## src/rtl/sdram_frame_reader_if.sv

```systemverilog
// Bundle of the frame-reader's control, Avalon-MM read-master and pixel-stream signals.
// master = frame reader side, slave = system side (controller, display path, sequencer).
interface sdram_frame_reader_if #(
   parameter int ADDR_W = 25,
   parameter int DATA_W = 16
);
   logic              start;
   logic [ADDR_W-1:0] base_addr;
   logic [ADDR_W-1:0] word_count;
   logic              busy;
   logic              done;

   logic [ADDR_W-1:0] m_address;
   logic [1:0]        m_byteenable_n;
   logic              m_chipselect;
   logic [DATA_W-1:0] m_writedata;
   logic              m_read_n;
   logic              m_write_n;
   logic [DATA_W-1:0] m_readdata;
   logic              m_readdatavalid;
   logic              m_waitrequest;

   logic [DATA_W-1:0] out_data;
   logic              out_valid;
   logic              out_ready;

   // Handshakes: a read is accepted on a clock edge where m_read_n=0 and m_waitrequest=0, and
   // a request stays asserted with a stable address until accepted; a stream word moves on an
   // edge where out_valid=1 and out_ready=1, out_valid never waits on out_ready, and out_data
   // holds while out_valid=1 and out_ready=0.
   modport master (
      input  start, base_addr, word_count, m_readdata, m_readdatavalid, m_waitrequest, out_ready,
      output busy, done, m_address, m_byteenable_n, m_chipselect, m_writedata, m_read_n,
      output m_write_n, out_data, out_valid
   );

   modport slave (
      output start, base_addr, word_count, m_readdata, m_readdatavalid, m_waitrequest, out_ready,
      input  busy, done, m_address, m_byteenable_n, m_chipselect, m_writedata, m_read_n,
      input  m_write_n, out_data, out_valid
   );
endinterface

```

## src/rtl/sdram_frame_reader.sv

```systemverilog
// Streams one frame of words from the SDRAM controller to the display path using pipelined
// reads; a credit limit on outstanding reads plus buffered words keeps the return FIFO from overflowing.
module sdram_frame_reader #(
   parameter int ADDR_W     = 25,
   parameter int DATA_W     = 16,
   parameter int FIFO_DEPTH = 16,
   parameter int MAX_PEND   = 8
) (
   input  logic                 clk_clk,
   input  logic                 reset_reset,
   sdram_frame_reader_if.master bus,
   output logic [1:0]           dbg_state_o
);
   localparam int PW = $clog2(FIFO_DEPTH);
   localparam int CW = $clog2(FIFO_DEPTH + 1);

   localparam logic [1:0] S_IDLE  = 2'd0;
   localparam logic [1:0] S_ISSUE = 2'd1;
   localparam logic [1:0] S_DRAIN = 2'd2;
   localparam logic [1:0] S_DONE  = 2'd3;

   localparam logic [CW-1:0]     MAX_PEND_C = CW'(MAX_PEND);
   localparam logic [CW:0]       DEPTH_C    = (CW + 1)'(FIFO_DEPTH);
   localparam logic [CW-1:0]     FULL_C     = CW'(FIFO_DEPTH);
   localparam logic [CW-1:0]     ONE_C      = CW'(1);
   localparam logic [ADDR_W-1:0] ONE_A      = ADDR_W'(1);
   localparam logic [PW-1:0]     ONE_P      = PW'(1);

   logic [1:0]        state_q, state_d;
   logic [ADDR_W-1:0] addr_q, addr_d;
   logic [ADDR_W-1:0] issue_left_q, issue_left_d;
   logic [ADDR_W-1:0] recv_left_q, recv_left_d;
   logic [CW-1:0]     pend_q, pend_d;
   logic [CW-1:0]     fifo_cnt_q, fifo_cnt_d;
   logic [PW-1:0]     wr_ptr_q, rd_ptr_q;
   logic [DATA_W-1:0] mem_q [FIFO_DEPTH];

   logic          busy;
   logic          credit;
   logic          req;
   logic          accept;
   logic          push;
   logic          pop;
   logic [CW:0]   occupancy;

   // Every issued read owns a FIFO slot until its word leaves downstream.
   assign occupancy = {1'b0, pend_q} + {1'b0, fifo_cnt_q};
   assign credit    = (issue_left_q != '0) && (pend_q < MAX_PEND_C) && (occupancy < DEPTH_C);
   assign req       = (state_q == S_ISSUE) && credit;
   assign accept    = req && !bus.m_waitrequest;
   assign busy      = (state_q == S_ISSUE) || (state_q == S_DRAIN);
   assign push      = bus.m_readdatavalid && (state_q != S_IDLE);
   assign pop       = busy && (fifo_cnt_q != '0) && bus.out_ready;

   always_comb begin
      state_d      = state_q;
      addr_d       = addr_q;
      issue_left_d = issue_left_q;
      recv_left_d  = pop ? recv_left_q - ONE_A : recv_left_q;
      case (state_q)
         S_IDLE: begin
            if (bus.start) begin
               addr_d       = bus.base_addr;
               issue_left_d = bus.word_count;
               recv_left_d  = bus.word_count;
               state_d      = (bus.word_count == '0) ? S_DONE : S_ISSUE;
            end
         end
         S_ISSUE: begin
            if (accept) begin
               addr_d       = addr_q + ONE_A;
               issue_left_d = issue_left_q - ONE_A;
               if (issue_left_q == ONE_A) state_d = S_DRAIN;
            end
         end
         S_DRAIN: begin
            if ((recv_left_q == '0) || (pop && (recv_left_q == ONE_A))) state_d = S_DONE;
         end
         default: state_d = S_IDLE;
      endcase
   end

   always_comb begin
      pend_d = pend_q;
      if (accept && !push)      pend_d = pend_q + ONE_C;
      else if (!accept && push) pend_d = pend_q - ONE_C;
      fifo_cnt_d = fifo_cnt_q;
      if (push && !pop)         fifo_cnt_d = fifo_cnt_q + ONE_C;
      else if (!push && pop)    fifo_cnt_d = fifo_cnt_q - ONE_C;
   end

   always_ff @(posedge clk_clk) begin
      if (reset_reset) begin
         state_q      <= S_IDLE;
         addr_q       <= '0;
         issue_left_q <= '0;
         recv_left_q  <= '0;
         pend_q       <= '0;
         fifo_cnt_q   <= '0;
         wr_ptr_q     <= '0;
         rd_ptr_q     <= '0;
      end else begin
         state_q      <= state_d;
         addr_q       <= addr_d;
         issue_left_q <= issue_left_d;
         recv_left_q  <= recv_left_d;
         pend_q       <= pend_d;
         fifo_cnt_q   <= fifo_cnt_d;
         if (push) wr_ptr_q <= wr_ptr_q + ONE_P;
         if (pop)  rd_ptr_q <= rd_ptr_q + ONE_P;
      end
   end

   always_ff @(posedge clk_clk) begin
      if (push) mem_q[wr_ptr_q] <= bus.m_readdata;
   end

   overflow_never: assert property (@(posedge clk_clk) disable iff (reset_reset)
      !(push && !pop && (fifo_cnt_q == FULL_C)));

   assign bus.busy           = busy;
   assign bus.done           = (state_q == S_DONE);
   assign bus.m_address      = addr_q;
   assign bus.m_byteenable_n = 2'b00;
   assign bus.m_chipselect   = req;
   assign bus.m_writedata    = '0;
   assign bus.m_read_n       = ~req;
   assign bus.m_write_n      = 1'b1;
   assign bus.out_data       = mem_q[rd_ptr_q];
   assign bus.out_valid      = busy && (fifo_cnt_q != '0);
   assign dbg_state_o        = state_q;
endmodule

```

## src/flat_wrapper.sv

```systemverilog
// flat-port wrapper written by rule: the top's interface ports become plain ports
module sdram_frame_reader_flat 
#(
   parameter int ADDR_W     = 25,
   parameter int DATA_W     = 16,
   parameter int FIFO_DEPTH = 16,
   parameter int MAX_PEND   = 8
)
  (clk_clk, reset_reset, dbg_state_o, bus_start, bus_base_addr, bus_word_count, bus_m_readdata, bus_m_readdatavalid, bus_m_waitrequest, bus_out_ready, bus_busy, bus_done, bus_m_address, bus_m_byteenable_n, bus_m_chipselect, bus_m_writedata, bus_m_read_n, bus_m_write_n, bus_out_data, bus_out_valid);
  sdram_frame_reader_if #(.ADDR_W(ADDR_W), .DATA_W(DATA_W)) bus_i ();
  input  logic clk_clk;
  input  logic reset_reset;
  output logic [1:0] dbg_state_o;
  input wire logic [$bits(bus_i.start)-1:0] bus_start;
  input wire logic [$bits(bus_i.base_addr)-1:0] bus_base_addr;
  input wire logic [$bits(bus_i.word_count)-1:0] bus_word_count;
  input wire logic [$bits(bus_i.m_readdata)-1:0] bus_m_readdata;
  input wire logic [$bits(bus_i.m_readdatavalid)-1:0] bus_m_readdatavalid;
  input wire logic [$bits(bus_i.m_waitrequest)-1:0] bus_m_waitrequest;
  input wire logic [$bits(bus_i.out_ready)-1:0] bus_out_ready;
  output wire logic [$bits(bus_i.busy)-1:0] bus_busy;
  output wire logic [$bits(bus_i.done)-1:0] bus_done;
  output wire logic [$bits(bus_i.m_address)-1:0] bus_m_address;
  output wire logic [$bits(bus_i.m_byteenable_n)-1:0] bus_m_byteenable_n;
  output wire logic [$bits(bus_i.m_chipselect)-1:0] bus_m_chipselect;
  output wire logic [$bits(bus_i.m_writedata)-1:0] bus_m_writedata;
  output wire logic [$bits(bus_i.m_read_n)-1:0] bus_m_read_n;
  output wire logic [$bits(bus_i.m_write_n)-1:0] bus_m_write_n;
  output wire logic [$bits(bus_i.out_data)-1:0] bus_out_data;
  output wire logic [$bits(bus_i.out_valid)-1:0] bus_out_valid;
  assign bus_i.start = bus_start;
  assign bus_i.base_addr = bus_base_addr;
  assign bus_i.word_count = bus_word_count;
  assign bus_i.m_readdata = bus_m_readdata;
  assign bus_i.m_readdatavalid = bus_m_readdatavalid;
  assign bus_i.m_waitrequest = bus_m_waitrequest;
  assign bus_i.out_ready = bus_out_ready;
  assign bus_busy = bus_i.busy;
  assign bus_done = bus_i.done;
  assign bus_m_address = bus_i.m_address;
  assign bus_m_byteenable_n = bus_i.m_byteenable_n;
  assign bus_m_chipselect = bus_i.m_chipselect;
  assign bus_m_writedata = bus_i.m_writedata;
  assign bus_m_read_n = bus_i.m_read_n;
  assign bus_m_write_n = bus_i.m_write_n;
  assign bus_out_data = bus_i.out_data;
  assign bus_out_valid = bus_i.out_valid;
  sdram_frame_reader #(.ADDR_W(ADDR_W), .DATA_W(DATA_W), .FIFO_DEPTH(FIFO_DEPTH), .MAX_PEND(MAX_PEND)) u_core (.clk_clk(clk_clk), .reset_reset(reset_reset), .bus(bus_i), .dbg_state_o(dbg_state_o));
endmodule
```

## config.mk

```make
export PLATFORM = sky130hd
export DESIGN_NAME = sdram_frame_reader_flat
export DESIGN_NICKNAME = d
export VERILOG_FILES = /design/src/rtl/sdram_frame_reader_if.sv /design/src/rtl/sdram_frame_reader.sv /design/src/flat_wrapper.sv
export SDC_FILE = /design/constraint.sdc
export NUM_CORES = 1
export LEC_CHECK = 0
export CORE_MARGIN = 2
export CORE_UTILIZATION = 46
export CTS_CLUSTER_DIAMETER = 120
export DETAILED_ROUTE_END_ITERATION = 16
export GPL_ROUTABILITY_DRIVEN = 0
export PLACE_DENSITY = 0.66
export SETUP_SLACK_MARGIN = 0.02
export SYNTH_ARGS = -nofsm -noshare
export SYNTH_HDL_FRONTEND = slang
export SYNTH_SLANG_ARGS = --single-unit
```

## constraint.sdc

```tcl
create_clock -name clk_clk -period 3.34 [get_ports clk_clk]
set_input_delay 0.668 -clock clk_clk [delete_from_list [all_inputs] [get_ports clk_clk]]
set_output_delay 0.668 -clock clk_clk [all_outputs]
set_load 0.1 [all_outputs]
```

==> run_results.csv, run 1 <==
group,metric,value,unit
critical_path,critPathMaxStageDelay,490,ps
power_and_ir_drop,power.density,834,nW/um^2
synth,avgSynthCellArea,13.6,sq um
die,num_io_pins,139,
sta,tightest_slew,875,ps
placement,io_buffer_count,119,
global_routing,grt_max_degree,73,
global_routing,grt_pass1_wl,57.8,mm
synth,synth-xor-area-share,2.00,%
sta,finalSetupViolations,0,
synth,syn-instance-count,1160,
detailed_routing,drt_iter0_drc,835,
sta,fin_crit,3250,ps
die,rows,67,
synth,synth-edff-count,256,
clock_network,worstSkewPairLatency,530,ps
clock_network,clock-sinks,355,
detailed_routing,drt_pass1_iterations,5,
status,status,"finished clean",
synth,synth_top_family_by_area,"multiplexers",
placement,hpwl,22.8,mm
final_layout,antennaDiodeCount,0,
synth,synth_common_cells,"256 x edfxtp_1, 99 x dfxtp_1, 99 x nor2_1",
synth,async_flop_share,0,%
critical_path,r2r_slack,90,ps
clock_network,cts_root_buf,"clkbuf_16",
synth,yosysMostFrequentCell,"edfxtp_1",
detailed_routing,wl_per_cell,20.6,microns
synth,synth_compound_area_share,8.60,%
detailed_routing,ant_nets,0,
placement,placed_area,17900,sq um
sta,fin_ws,91.6,ps
critical_path,cp-start-kind,"flop",
clock_network,cts_inserted_buffers,38,
die,dieWidth,189,microns
critical_path,crit_slowest_cell,"or4_1",
clock_network,cts_htree_levels,2,
clock_network,clkTransAtPathRegs,60,ps
global_routing,grt.overflow.total,0,
synth,synth_cell_types,59,
detailed_routing,drc,0,
synth,muxShareOfSynthArea,12.1,%
die,die_area,35700,sq um
detailed_routing,drt-total-wl,36.8,mm
power_and_ir_drop,vdd_ir_drop_max,0.000497,V
synth,synth-simple-area-share,10.6,%
final_layout,final_nets,1408,
critical_path,worstPathArrival,3690,ps
critical_path,worstPathRequired,3780,ps
critical_path,critPathCaptureType,"flop",
sta,skew,19.6,ps
global_routing,grtUsageTotal,20.7,%
sta,maxSlewHeadroom,41.7,%
synth,seq_area_frac_synth,61.4,%
critical_path,path_cells,"ha_1 -> or4_1 -> nor3_2 -> o211ai_1 -> nor2_1 -> ha_2 -> inv_4 -> fa_2 -> a21o_1 -> a21oi_2 -> xnor2_1 -> or3_1 -> a21oi_1",
detailed_routing,viasPerCell,5.74,
global_routing,grt_pass1_vias,10000,
synth,ys_top_cells_by_area,"edfxtp_1 49%, dfxtp_1 13%, mux4_2 11%",
synth,synth_warnings,0,
global_routing,antenna_found_initial,0,
clock_network,cts_tree,"done",
die,start_util,46.8,%
run,cap_violations,0,
synth,synthAdderAreaFrac,2.32,%
final_layout,areaGrowthSynthToFinish,21.8,%
sta,post-route-period-util,97.3,%
power_and_ir_drop,leakagePower,6.44,nW
detailed_routing,vias,10200,
sta,rsz0062_at_grt,"false",
critical_path,critPathKind,"reg -> reg",
synth,yosysTopAreaCell,"edfxtp_1",
final_layout,design_area,19200,sq um
final_layout,finish.utilization,57.0,%
die,fp.dieH,189,microns
synth,synth-seq-cells,355,
worst_hold_path,hp-class,"reg -> reg",
clock_network,clockBufferDepth,3,
synth,synth_flop_cell,"edfxtp_1",
final_layout,final_layout_size_suffix_gt1_share,21.7,%
synth,synth_top_area_share,48.8,%
placement,pre_cts_ws,66.3,ps
synth,syn_area,15700,sq um
sta,hold_violations,0,
sta,max_freq,0.308,GHz
sta,drv_slew,0,
critical_path,cp_max_fo,4,
die,coreArea,33600,sq um
## state kept, by name, summed over array words and instances (netlist names), named ones only
signal and cells:
u_core.bus.m_address 25, u_core.dbg_state_o 2, u_core.fifo_cnt_q 5, u_core.issue_left_q 25, u_core.mem_q 256, u_core.pend_q 5, u_core.rd_ptr_q 4, u_core.recv_left_q 25
u_core.wr_ptr_q 4
## what timing repair did
item                       in CTS  in global routing
resized for setup               0                  2
setup buffers                   4                  2
pin swaps                       0                  3
setup endpoints to repair       8                  1
hold buffers                    0                  0
## per-layer routing
layer | vias to the layer above | GRT usage [%] | routed length, microns
met2 | 315 | 33.4 | 17600
met1 | 5130 | 29.5 | 16300
li1 | 4739 | - | -
met5 | - | 0 | 0
met4 | 0 | 4.27 | 550
met3 | 43 | 3.84 | 2210
## cells by family (layout without fill, tap and decap cells)
logic type / Yosys count / count (layout)
fa+ha+maj: 28 / 28
other cells: 2 / 19
xor+xnor: 36 / 36
mux: 89 / 89
buf+inv: 104 / 262
simple gates: 324 / 324
compound gates: 222 / 222
flops: 355 / 355
## where the power goes
| group | leakage (nW) | internal [mW] | switching (mW) | total, mW |
|---|---|---|---|---|
| Clock | 0.588 | 2.42 | 1.67 | 4.09 |
| Combinational | 2.73 | 2.30 | 3.98 | 6.29 |
| Sequential | 3.12 | 5.16 | 0.446 | 5.60 |
## final cells by class
class / count / area, sq um
Fill cell: 2689 / 14400
Sequential cell: 355 / 9680
Multi-Input combinational cell: 718 / 5810
Timing Repair Buffer: 178 / 1840
Clock buffer: 50 / 1040
Tap cell: 448 / 561
Clock inverter: 17 / 173
Inverter: 17 / 66.3
## path summary, 6_finish.rpt
| check | startpoint | end | cells past startpoint |
|---|---|---|---|
| worst min register to register | u_core.issue_left_q[22] | u_core.issue_left_q[22] | 2 |
| worst min-delay path | u_core.issue_left_q[22] | u_core.issue_left_q[22] | 2 |
| worst max register to register | u_core.fifo_cnt_q[4] | u_core.pend_q[4] | 13 |
| worst max-delay path | u_core.fifo_cnt_q[4] | u_core.pend_q[4] | 13 |
## per-stage QoR
stage          instances  TNS [ps]  hold slack, ps  power, mW
3_3_place_gp        1710         0             462       11.8
2_1_floorplan       1177     -3990             454       10.2
3_5_place_dp        1710         0             476       11.9
6_report            1783         0             487       16.0
5_1_grt             1783         0             508       16.8
4_1_cts             1781         0             484       16.1
## cell usage in the layout (no fill, tap or decap), types with 28 or more instances in the layout
cell type / synthesis / routed
edfxtp_1: 256 / 256
dfxtp_1: 99 / 93
nor2_1: 99 / 87
a21oi_1: 85 / 83
buf_4: 19 / 82
mux4_2: 80 / 80
clkdlybuf4s50_1: 0 / 70
o21ai_0: 60 / 60
nand2_1: 51 / 51
clkbuf_16: 0 / 38
nor3_1: 37 / 32
a211oi_1: 28 / 28
## worst max-delay path, delay by kind of cell (launching register included)
family	cells	cell delay, ps
adder cells (fa/ha/maj)	3	910
AND/OR/NAND/NOR	4	1180
AO/OA/AOI/OAI	4	600
flip-flops	1	330
buffers and inverters	1	60
XOR/XNOR	1	90
No activity file was read; power rests on OpenSTA's default activity.
==> run 2: changes to the inputs <==
PLACE_DENSITY = not set   (was 0.66)
PLACE_DENSITY_LB_ADDON = 0.08   (was not set)
clock period = 2.65 ns   (was 3.34 ns; I/O delays follow)
==> run 2 against run 1 <==
  * The run now ends with setup timing left
  * Worst hold slack got worse by 1.8 ps
  * Non-clock buffer count rose by 77
  * Global-route usage hardly changed
  * Critical path type is now reg -> out
  * Largest cell class unchanged
  * Highest routed layer unchanged
==> run_results.csv, run 2 (synthesis gave the netlist of run 1 again) <==
group,metric,value,unit
status,status,"finished, violations left",
status,violations,"setup timing",
final_layout,design_area,20200,sq um
sta,finalSetupViolations,22,
die,fp.dieH,189,microns
critical_path,critPathCaptureType,"primary output",
sta,drv_slew,0,
detailed_routing,drt_pass1_iterations,5,
detailed_routing,wl_per_cell,20.5,microns
clock_network,clkTransAtPathRegs,50,ps
final_layout,final_nets,1486,
die,start_util,46.8,%
die,coreArea,33600,sq um
detailed_routing,drc,0,
sta,rsz0062_at_grt,"true",
sta,fin_ws,-393,ps
run,cap_violations,0,
clock_network,cts_tree,"done",
global_routing,grtUsageTotal,20.7,%
critical_path,worstPathRequired,2120,ps
sta,maxSlewHeadroom,49.2,%
placement,placed_area,18600,sq um
global_routing,grt_pass1_wl,57.6,mm
sta,whs,485,ps
power_and_ir_drop,power.density,1050,nW/um^2
detailed_routing,wl_met3,1.93,mm
die,die_area,35700,sq um
final_layout,areaGrowthSynthToFinish,28.3,%
global_routing,grt.overflow.total,0,
final_layout,largest_reg_flops,256,
placement,io_buffer_count,119,
clock_network,clock-sinks,355,
clock_network,cts_htree_levels,2,
placement,hpwl,23.6,mm
sta,post-route-period-util,115,%
detailed_routing,vias,10400,
sta,max_freq,0.329,GHz
placement,dp.cells,1772,
detailed_routing,drt_iter0_drc,780,
critical_path,cpMostUsedCell,"mux4_2",
detailed_routing,drt-total-wl,38.2,mm
clock_network,worstSkewPairLatency,530,ps
clock_network,cts_inserted_buffers,39,
critical_path,cp-start-kind,"flop",
final_layout,final_cells,1862,
detailed_routing,met2WireLength,19.4,mm
clock_network,hold_buffers,0,
global_routing,grt_max_degree,73,
final_layout,final_layout_size_suffix_gt1_share,28.0,%
sta,setup_tns,-6920,ps
final_layout,antennaDiodeCount,0,
clock_network,cts_root_buf,"clkbuf_16",
critical_path,critPathKind,"reg -> out",
power_and_ir_drop,vdd_ir_drop_max,0.000803,V
detailed_routing,viasPerCell,5.60,
sta,hold_violations,0,
final_layout,final_common_cell,"edfxtp_1",
critical_path,critPathMaxStageDelay,520,ps
final_layout,top_register,"u_core.mem_q",
worst_hold_path,hp-class,"reg -> reg",
global_routing,antenna_found_initial,0,
final_layout,final_cell_mix,"256 x edfxtp_1, 127 x buf_4, 86 x nor2_1",
detailed_routing,ant_nets,0,
power_and_ir_drop,leakagePower,6.90,nW
global_routing,grt_pass1_vias,10300,
placement,pre_cts_ws,-556,ps
critical_path,crit_slowest_cell,"mux4_2",
detailed_routing,top_layer,"met4",
die,dieWidth,189,microns
die,rows,67,
clock_network,clockBufferDepth,3,
sta,tightest_slew,763,ps
sta,skew,19.0,ps
critical_path,path_buf_inv,3,
critical_path,critPathTopFamily,"multiplexers",
critical_path,worstPathArrival,2510,ps
critical_path,cp_max_fo,7,
detailed_routing,drt-met1-wl,16.1,mm
critical_path,path_cells,"buf_6 -> buf_16 -> mux4_2 -> mux4_2 -> buf_12",
die,num_io_pins,139,
sta,fin_crit,3040,ps
[run 2: changes by cell type in the layout (fill, tap and decap cells not counted), moves of 7 or more]
cell       change
clkbuf_16      +7
dfxtp_2        +9
buf_6         +12
buf_4         +45
buf_12        +13
dfxtp_1       -10
[run 2: area by class of cell]
type	count	area, sq um
multi-input cells	718	5960
flip-flops and latches	355	9700
clock buffers	55	1060
fillers	2616	13400
clock inverters	14	91.3
inverters	17	76.3
well taps	448	561
repair buffers	255	2750
[run 2: worst reg2reg max path, cell delays in order, from the launching register on]
cell and delay [ps]:
dfxtp_2 340, ha_4 230, or4_4 430, nor3_4 160
o211ai_1 140, nor2_1 150, ha_2 200, inv_2 50
buf_6 120, ha_4 210, a21o_1 190, a21oi_2 180
xnor2_2 80, or3_1 320, a21oi_2 120
[run 2: metrics by stage]
| step | power (mW) | util [%] |
|---|---|---|
| 5_1_grt | 22.2 | 60.1 |
| 2_1_floorplan | 12.9 | - |
| 6_report | 21.1 | 60.1 |
| 4_1_cts | 20.8 | 59.0 |
| 3_5_place_dp | 15.7 | 55.3 |
| 3_3_place_gp | 15.6 | 55.3 |
[run 2: final timing paths]
path	startpoint	slack, ps	cells past startpoint	endpoint
hold / removal	u_core.issue_left_q[22]	480	2	u_core.issue_left_q[22]
setup / recovery	flop	-390	5	bus_out_data[10]
setup reg to reg	u_core.fifo_cnt_q[4]	-340	14	u_core.pend_q[4]
hold reg to reg	u_core.issue_left_q[22]	480	2	u_core.issue_left_q[22]
[run 2: repair_timing]
action                                  4_1_cts  5_1_grt
buffers inserted                              6        8
pin swaps                                    16       17
endpoints found under the setup margin       24       28
hold endpoints to repair                      0        0
cloned                                        0        9
resized for setup                            16       21
[run 2: report_power, final]
part	total (mW)	switching, mW	internal (mW)	leakage [nW]
logic	9.24	5.42	3.82	3.21
registers	6.99	0.481	6.51	3.12
clock network	4.91	2.12	2.79	0.563
[run 2: routing by layer]
layer	GRT usage (%)	vias to the layer above
li1	-	4909
met1	27.7	5185
met2	35.5	278
met3	3.37	55
met4	4.84	0
met5	0	-
==> run 3: changes to the inputs <==
clock period = 2.7 ns   (was 2.65 ns; I/O delays follow)
==> run 3 against run 2 <==
  * Final area rose by 0.71%
  * Highest routed layer unchanged
  * Worst hold slack got worse by 150 ps
  * The run still ends with setup timing left
  * Register-to-register slack improved by 90 ps
==> run_results.csv, run 3 (synthesis gave the netlist of run 1 again) <==
group,metric,value,unit
status,status,"finished, violations left",
status,violations,"setup timing",
detailed_routing,drt-total-wl,38.3,mm
detailed_routing,viasPerCell,5.60,
die,num_io_pins,139,
sta,skew,8.73,ps
placement,hpwl,23.8,mm
detailed_routing,wl_per_cell,20.7,microns
worst_hold_path,min-delay-start,"reset_reset",
die,fp.dieH,189,microns
clock_network,clkTransAtPathRegs,60,ps
final_layout,final_common_cell,"edfxtp_1",
die,rows,67,
critical_path,cp_max_fo,8,
critical_path,reg2reg_from,"u_core.fifo_cnt_q[4]",
final_layout,top_register,"u_core.mem_q",
final_layout,final_cell_mix,"256 x edfxtp_1, 118 x buf_4, 86 x nor2_1",
critical_path,worstPathArrival,2510,ps
detailed_routing,ant_nets,0,
global_routing,grtUsageTotal,21.2,%
final_layout,finish.utilization,60.5,%
die,die_area,35700,sq um
detailed_routing,vias,10400,
sta,post-route-period-util,113,%
sta,rsz0062_at_grt,"true",
sta,max_freq,0.328,GHz
global_routing,grt_max_degree,73,
clock_network,cts_htree_levels,2,
die,start_util,46.8,%
detailed_routing,drc,0,
critical_path,critPathCaptureType,"primary output",
global_routing,grt.overflow.total,0,
final_layout,final_nets,1475,
power_and_ir_drop,leakagePower,6.94,nW
critical_path,worstPathRequired,2160,ps
detailed_routing,drt_iter0_drc,676,
clock_network,clockBufferDepth,3,
critical_path,cp-start-kind,"flop",
final_layout,areaGrowthSynthToFinish,29.2,%
sta,fin_crit,3050,ps
global_routing,grt_pass1_vias,10400,
final_layout,largest_reg_flops,256,
worst_hold_path,hp-class,"in -> reg",
sta,hold_violations,0,
sta,tightest_slew,754,ps
run,cap_violations,0,
clock_network,clock-sinks,355,
die,coreArea,33600,sq um
final_layout,antennaDiodeCount,0,
sta,drv_slew,0,
critical_path,r2r_slack,-250,ps
power_and_ir_drop,vdd_ir_drop_max,0.000558,V
critical_path,critPathKind,"reg -> out",
clock_network,cts_tree,"done",
clock_network,cts_root_buf,"clkbuf_16",
clock_network,cts_inserted_buffers,39,
global_routing,grt_pass1_wl,58.6,mm
die,dieWidth,189,microns
placement,io_buffer_count,119,
global_routing,antenna_found_initial,0,
sta,fin_ws,-348,ps
power_and_ir_drop,power.density,1060,nW/um^2
sta,maxSlewHeadroom,49.8,%
sta,finalSetupViolations,21,
sta,whs,336,ps
final_layout,final_layout_size_suffix_gt1_share,27.7,%
detailed_routing,drt_pass1_iterations,4,
clock_network,worstSkewPairLatency,520,ps
==> run 3: cell count changes in the layout (fill, tap and decap cells not counted), sizes merged <==
cell      change
buf           -9
bufinv        +8
clkbuf        -7
clkinv        -4
clkinvlp      +2
inv           +1
==> run 3: per-layer routing <==
metal / share of wire (%) / global-route usage [%] / routed length [microns]
met1: 42 / 27.5 / 16100
met2: 51 / 37.3 / 19500
met3: 5.0 / 3.30 / 1920
met4: 1.9 / 5.02 / 717
met5: 0 / 0 / 0
==> run 3: worst paths after layout <==
kind | to | cells past startpoint
worst max register to register | u_core.pend_q[4] | 13
worst min register to register | u_core.bus.m_address[19] | 2
worst max-delay path | bus_out_data[5] | 6
worst min-delay path | u_core.recv_left_q[9] | 2
==> run 3: timing repair <==
item                                   4_1_cts  5_1_grt
pin swaps                                   12       12
setup endpoints to repair                   22       24
gates resized for setup                     21       17
setup buffers                                5        7
endpoints found under the hold margin        0        0
hold buffers                                 0        0
gates cloned                                 2        5
==> run 3: metrics by stage <==
stage | TNS, ps | worst slack, ps | cell area (sq um) | total power, mW | instances
5_1_grt | -7350 | -431 | 20300 | 22.5 | 1853
3_3_place_gp | -1030 | -402 | 18500 | 15.3 | 1765
6_report | -5490 | -348 | 20300 | 21.5 | 1853
4_1_cts | -6220 | -365 | 20100 | 21.2 | 1842
3_5_place_dp | -1310 | -498 | 18500 | 15.3 | 1765
2_1_floorplan | -9180 | -1540 | 16000 | 12.7 | 1177
==> run 3: area by class of cell <==
type                       instances  area, sq um
clock inverter                    21          325
multi-input combinational        718         5950
clock buffer                      50         1040
sequential                       355         9700
fill                            2612        13300
timing repair buffer             244         2680
tap                              448          561
inverter                          17         76.3
==> run 3: power by group <==
group | switching, mW | total (mW) | internal [mW] | leakage [nW]
Sequential | 0.485 | 6.87 | 6.39 | 3.12
Clock | 2.11 | 5.62 | 3.50 | 0.658
Combinational | 5.29 | 8.98 | 3.69 | 3.16
Total | 7.89 | 21.5 | 13.6 | 6.94
==> run 3: worst max-delay path: stages (launching register included) <==
cell and delay [ps]:
dfxtp_4 370, buf_12 120, buf_12 100, clkbuf_16 160, mux4_2 500, mux4_2 530
buf_12 190
